## config.mk

```make
export PLATFORM = sky130hd
export DESIGN_NAME = digit_decode
export DESIGN_NICKNAME = d
export VERILOG_FILES = /design/src/rtl/digit_pkg.sv /design/src/rtl/seg7_decode.sv /design/src/rtl/digit_decode.sv
export SDC_FILE = /design/constraint.sdc
export NUM_CORES = 1
export LEC_CHECK = 0
export BUFFER_PORTS_ARGS = -buffer_cell sky130_fd_sc_hd__buf_2
export CORE_ASPECT_RATIO = 1.1
export CORE_MARGIN = 2
export CORE_UTILIZATION = 60
export CTS_BUF_LIST = sky130_fd_sc_hd__clkbuf_8
export CTS_CLUSTER_SIZE = 40
export DETAILED_ROUTE_END_ITERATION = 10
export GPL_ROUTABILITY_DRIVEN = 0
export PLACE_DENSITY = 0.91
export SLEW_MARGIN = 25
export SYNTH_ARGS = -nofsm -noshare
export SYNTH_HDL_FRONTEND = slang
export SYNTH_SLANG_ARGS = --single-unit
export TNS_END_PERCENT = 30
```

## constraint.sdc

```tcl
create_clock -name clk -period 3.2 [get_ports clk]
set_clock_uncertainty 0.05 [all_clocks]
set_input_delay 0.16 -clock clk [delete_from_list [all_inputs] [get_ports clk]]
set_output_delay 0.16 -clock clk [all_outputs]
set_load 0.03 [all_outputs]
```

## src/rtl/digit_pkg.sv

```systemverilog
`default_nettype none
// ============================================================================
// Module      : digit_pkg
// Description : Shared widths, segment codes and frame-state type for the
//               7-segment display-bus decoder.
// Revision    : 1.0 - initial release
// ============================================================================
package digit_pkg;

    localparam int DG_W  = 11;
    localparam int SEG_W = 7;
    localparam int AN_W  = 4;

    // Blank segments with every digit enable deasserted (enables are active-low)
    localparam logic [DG_W-1:0] DG_BLANK = 11'h00F;

    // Segment patterns, gfedcba active-high
    localparam logic [SEG_W-1:0] SEG_0 = 7'h3F;
    localparam logic [SEG_W-1:0] SEG_1 = 7'h06;
    localparam logic [SEG_W-1:0] SEG_2 = 7'h5B;
    localparam logic [SEG_W-1:0] SEG_3 = 7'h4F;
    localparam logic [SEG_W-1:0] SEG_4 = 7'h66;
    localparam logic [SEG_W-1:0] SEG_5 = 7'h6D;
    localparam logic [SEG_W-1:0] SEG_6 = 7'h7D;
    localparam logic [SEG_W-1:0] SEG_7 = 7'h07;
    localparam logic [SEG_W-1:0] SEG_8 = 7'h7F;
    localparam logic [SEG_W-1:0] SEG_9 = 7'h6F;
    localparam logic [SEG_W-1:0] SEG_A = 7'h77;
    localparam logic [SEG_W-1:0] SEG_B = 7'h7C;
    localparam logic [SEG_W-1:0] SEG_C = 7'h39;
    localparam logic [SEG_W-1:0] SEG_D = 7'h5E;
    localparam logic [SEG_W-1:0] SEG_E = 7'h79;
    localparam logic [SEG_W-1:0] SEG_F = 7'h71;

    typedef enum logic [0:0] {
        FRAME_COLLECT = 1'b0,
        FRAME_COMMIT  = 1'b1
    } frame_state_t;

    // True when exactly one bit of the enable vector is set
    function automatic logic is_one_hot4(input logic [AN_W-1:0] v);
        return (v != '0) && ((v & (v - 1'b1)) == '0);
    endfunction

endpackage
`default_nettype wire

```

## src/rtl/seg7_decode.sv

```systemverilog
`default_nettype none
// ============================================================================
// Module      : seg7_decode
// Description : Combinational 7-segment (gfedcba) to hex nibble decoder with
//               a legal-code flag. Shared with the digit driver's bench.
// Revision    : 1.0 - initial release
// ============================================================================
module seg7_decode
    import digit_pkg::*;
(
    input  logic [SEG_W-1:0] seg,
    output logic             legal,
    output logic [3:0]       nibble
);

    // Map each of the sixteen hex glyphs back to its value; anything else is illegal
    always_comb begin
        legal  = 1'b1;
        nibble = 4'h0;
        case (seg)
            SEG_0:   nibble = 4'h0;
            SEG_1:   nibble = 4'h1;
            SEG_2:   nibble = 4'h2;
            SEG_3:   nibble = 4'h3;
            SEG_4:   nibble = 4'h4;
            SEG_5:   nibble = 4'h5;
            SEG_6:   nibble = 4'h6;
            SEG_7:   nibble = 4'h7;
            SEG_8:   nibble = 4'h8;
            SEG_9:   nibble = 4'h9;
            SEG_A:   nibble = 4'hA;
            SEG_B:   nibble = 4'hB;
            SEG_C:   nibble = 4'hC;
            SEG_D:   nibble = 4'hD;
            SEG_E:   nibble = 4'hE;
            SEG_F:   nibble = 4'hF;
            default: legal  = 1'b0;
        endcase
    end

endmodule
`default_nettype wire

```

## src/rtl/digit_decode.sv

```systemverilog
`default_nettype none
// ============================================================================
// Module      : digit_decode
// Description : Samples a multiplexed 7-segment display bus, waits for each
//               digit slot to settle, decodes it and reassembles the 16-bit
//               word. valid pulses once per complete four-digit frame.
//               Optional macro DIGIT_DECODE_STRICT_EN: an illegal segment
//               code at accept time pulses err and aborts the frame.
// Revision    : 1.0 - initial release
// ============================================================================
module digit_decode
    import digit_pkg::*;
#(
    parameter int STABLE_CYCLES = 4
) (
    input  logic            clk,
    input  logic            nrst,
    input  logic [DG_W-1:0] dg_in,
    output logic [15:0]     data,
    output logic            valid,
    output logic            err,
    output logic [AN_W-1:0] seen
);

    localparam logic [7:0] CNT_MAX = 8'(STABLE_CYCLES - 1);

    logic [DG_W-1:0] s1_q, s1_d, s2_q, s2_d, prev_q, prev_d;
    logic [7:0]      cnt_q, cnt_d;
    logic            taken_q, taken_d;
    logic [AN_W-1:0] seen_q, seen_d;
    logic [15:0]     shadow_q, shadow_d;
    logic [15:0]     data_q, data_d;
    logic            err_q, err_d;
    frame_state_t    state_q, state_d;

    logic            seg_legal;
    logic [3:0]      seg_nibble;
    logic [AN_W-1:0] digit_sel;
    logic            accept;
    logic            frame_done;

    seg7_decode u_seg7_decode (
        .seg    (s2_q[DG_W-1:AN_W]),
        .legal  (seg_legal),
        .nibble (seg_nibble)
    );

    assign digit_sel = ~s2_q[AN_W-1:0];

    // A changed sample has priority over the counter, so a fresh value is
    // never accepted on the cycle it first appears
    assign accept = (s2_q == prev_q) && (cnt_q == CNT_MAX) && !taken_q
                    && is_one_hot4(digit_sel);

    // Two-flop synchronizer plus one-cycle history for change detection
    always_comb begin
        s1_d   = dg_in;
        s2_d   = s1_q;
        prev_d = s2_q;
    end

    // Stability counter: restart on any change, saturate once settled
    always_comb begin
        cnt_d   = cnt_q;
        taken_d = taken_q;
        if (s2_q != prev_q) begin
            cnt_d   = '0;
            taken_d = 1'b0;
        end else begin
            if (cnt_q != CNT_MAX) begin
                cnt_d = cnt_q + 8'd1;
            end
            if (accept) begin
                taken_d = 1'b1;
            end
        end
    end

    // Digit capture into the shadow word and frame completion
    always_comb begin
        seen_d     = seen_q;
        shadow_d   = shadow_q;
        data_d     = data_q;
        err_d      = 1'b0;
        frame_done = 1'b0;
        if (accept) begin
            if (seg_legal) begin
                for (int i = 0; i < AN_W; i++) begin
                    if (digit_sel[i]) begin
                        shadow_d[i*4 +: 4] = seg_nibble;
                    end
                end
                seen_d = seen_q | digit_sel;
                if (seen_d == '1) begin
                    data_d     = shadow_d;
                    seen_d     = '0;
                    frame_done = 1'b1;
                end
            end
`ifdef DIGIT_DECODE_STRICT_EN
            else begin
                // Corrupt glyph: flag it and restart the frame, keep data
                err_d  = 1'b1;
                seen_d = '0;
            end
`endif
        end
    end

    // Frame FSM: COMMIT lasts exactly one cycle and drives valid
    always_comb begin
        state_d = state_q;
        case (state_q)
            FRAME_COLLECT: if (frame_done) state_d = FRAME_COMMIT;
            FRAME_COMMIT:  state_d = frame_done ? FRAME_COMMIT : FRAME_COLLECT;
            default:       state_d = FRAME_COLLECT;
        endcase
    end

    // State registers; sync flops reset to a blank, all-off bus
    always_ff @(posedge clk or negedge nrst) begin
        if (!nrst) begin
            s1_q     <= DG_BLANK;
            s2_q     <= DG_BLANK;
            prev_q   <= DG_BLANK;
            cnt_q    <= '0;
            taken_q  <= 1'b0;
            seen_q   <= '0;
            shadow_q <= '0;
            data_q   <= '0;
            err_q    <= 1'b0;
            state_q  <= FRAME_COLLECT;
        end else begin
            s1_q     <= s1_d;
            s2_q     <= s2_d;
            prev_q   <= prev_d;
            cnt_q    <= cnt_d;
            taken_q  <= taken_d;
            seen_q   <= seen_d;
            shadow_q <= shadow_d;
            data_q   <= data_d;
            err_q    <= err_d;
            state_q  <= state_d;
        end
    end

    assign data  = data_q;
    assign valid = (state_q == FRAME_COMMIT);
    assign err   = err_q;
    assign seen  = seen_q;

endmodule
`default_nettype wire

```

==> reports/results.ini <==
[sta]
tns_ns = 0
fin_crit_ns = 2.83
slew_headroom_pct = 38.4
hold_violations = 0
setup_viol_count_final = 0
maxSlewViolCount = 0
post-route-period-util_pct = 88.4
rsz0062_at_grt = no
worstMarginPinSlew_ns = 0.924
clock.fmax_ghz = 0.354

[yosys]
synth.avg_cell_area_um2 = 12.5
synth_area_leaders = dfrtp_1, dfstp_2, mux2_4
netlist_area_um2 = 3470
yosysTopAreaCellShare_pct = 48.4
synth_cells = 278
yosys_warnings = 0
synth_ff_type = dfrtp_1
synth_nets = 292
ys_seq_area_share_pct = 57.5
ys_seq_elements = 79
synth-edff-count = 0
synth_cell_types = 50
yosysTopAreaCell = dfrtp_1
synthArstFlopShare_pct = 100

[clock_network]
cts_buffers = 9
clkTransAtPathRegs_ns = 0.07
cts_tree = built
clockRootBuffer = clkbuf_8
htree_levels = 3
clock_path_buffers = 2
cts_sinks = 79
insertion_delay_ns = 0.35

[drt]
drtAntennaViolNets = 0
wl_per_cell_um = 16.2
drc_errors = 0
via_per_inst = 5.64
drtIter0Drc = 230
vias = 2273
first_pass_iters = 4
wl_um = 6510

[pwr]
p_leak_nw = 1.93
ir_drop_uv = 369
p_per_area_nw_per_um2 = 484

[placement]
port_buffers = 33
dpl.cell_count = 375
dp_hpwl_um = 4210

[die]
core_um2 = 5660
io_pins = 35
fp-row-count = 29
dieArea_um2 = 6400
die-width_um = 76.5
initial_core_util_pct = 61.3
die_h_um = 83.7

[final_layout]
drive_gt1_share_pct = 32.5
final_common_cell = dfrtp_1
post-route-util_pct = 70.8
final_cell_mix = dfrtp_1, buf_2, mux2_2
antenna_cells = 0
final_nets = 335
finalNonFillerCells = 403
area_delta_synth_final_pct = 15.5

[min_path]
hold_depth = 0
whs_endpoint = prev_d[10]$_DFF_PN0_
hold_path_class = reg -> reg
worstHoldStart = s1_q[10]$_DFF_PN0_

[flow_run]
max_cap_violations = 0

[setup_path]
r2r_slack_ns = 0.37
worstReg2RegStart = cnt_q[0]$_DFFE_PN0P_
crit_fanout = 20
r2r-end = data[5]$_DFFE_PN0P_
cp-end-kind = register
ff2ff_path_depth = 7
crit_buf_inv = 0
cp.required_ns = 3.39
startpoint_type = register
crit_path_cell_trace = ha_1 -> nor4b_2 -> nand2_1 -> a311o_1 -> or2_4 -> or3_4 -> mux2_4
max_stage_delay_ns = 0.50
path_class = reg -> reg
critPathSlowestCell = or3_4
cp_top_family = simple AND/OR/NAND/NOR gates
arrival_ns = 3.02

[global_route]
grt_usage_pct = 22.7
grt_pass1_wl_um = 11100
grt_pass1_vias = 2307
overflow = 0
antenna_found_initial = 0
grt_max_degree = 80

[outcome]
status = completed

## final cells by class
type	instances	area (um2)
Sequential cell	79	1990
Fill cell	398	1660
Multi-Input combinational cell	178	1370
Timing Repair Buffer	48	310
Clock buffer	10	138
Tap cell	77	96.3
Clock inverter	6	78.8
Inverter	5	18.8
## logic make-up (layout without fill, tap and decap cells)
kind of cell,count (synthesis),in the layout,share of synthesized area (%)
other,1,1,0.108
adders and majority gates,1,1,0.361
DFF,79,79,57.5
and+or+nand+nor,82,82,13.1
muxes,38,38,14.0
buffers and inverters,21,69,3.00
xor gates and xnor gates,19,19,4.80
AOI/OAI and AO/OA,37,37,7.18
## metrics by stage
step	hold slack, ns	power (mW)	setup slack [ns]	cell area (um2)
after detailed placement	0.216	1.16	0.420	3670
after global routing	0.313	2.01	0.224	4010
after global placement	0.215	1.15	0.473	3670
final	0.299	1.94	0.371	4010
after CTS	0.302	1.95	0.380	4010
after floorplan	-0.186	1.12	0.678	3470
## routing by layer
layer	vias to the layer above	part of all wire (%)	global-route usage, %
met3	8	5.4	5.41
met2	81	52	36.8
met5	-	0	0
li1	1058	-	-
met1	1126	41	28.7
met4	0	1.4	11.1
## synthesized netlist by cell type, types with 2 or more instances
cell type / count
o21ai_0: 13
nor3b_1: 2
and3_1: 3
nand2_1: 20
nand3b_1: 2
o21a_1: 4
buf_2: 5
nor2b_1: 2
xnor2_1: 2
mux2_4: 16
or2_2: 2
dfstp_2: 12
nand4_1: 4
nor3_1: 8
a21oi_1: 5
o22ai_1: 3
a211oi_1: 3
dfrtp_1: 67
xor2_1: 17
clkbuf_1: 8
mux2_2: 21
nor4_1: 4
nor2_1: 12
nand2b_1: 3
nand3_1: 10
inv_1: 5
buf_6: 2
## report_power, final
part           internal [mW]  switching (mW)  leakage, nW
clock network          0.452           0.339        0.116
registers               1.03          0.0329         1.01
logic                 0.0388          0.0509        0.801
total                   1.52           0.423         1.93
## state kept, by name, summed over array words and instances, names as in the netlist
signal    count
data         16
s1_q         11
shadow_q     16
valid         1
cnt_q         8
prev_d       11
taken_q       1
seen          4
prev_q       11
## what timing repair did
| action | in CTS | in global routing |
|---|---|---|
| hold buffers | 12 | 0 |
| setup buffers | 0 | 0 |
| gates resized for setup | 0 | 0 |
| hold endpoints to repair | 78 | 0 |
## worst max path at each step
| stage | startpoint | slack [ns] | depth (start not counted) | to |
|---|---|---|---|---|
| final | cnt_q[0]$_DFFE_PN0P_ | 0.37 | 7 | data[5]$_DFFE_PN0P_ |
| after global routing | prev_d[5]$_DFF_PN0_ | 0.22 | 6 | data[2]$_DFFE_PN0P_ |
| after CTS | cnt_q[0]$_DFFE_PN0P_ | 0.38 | 7 | data[2]$_DFFE_PN0P_ |
| after detailed placement | cnt_q[0]$_DFFE_PN0P_ | 0.42 | 7 | shadow_q[13]$_DFFE_PN0P_ |
| after global placement | cnt_q[0]$_DFFE_PN0P_ | 0.47 | 7 | shadow_q[2]$_DFFE_PN0P_ |
| after floorplan | cnt_q[0]$_DFFE_PN0P_ | 0.68 | 8 | data[0]$_DFFE_PN0P_ |
No activity file was read; power rests on OpenSTA's default activity.
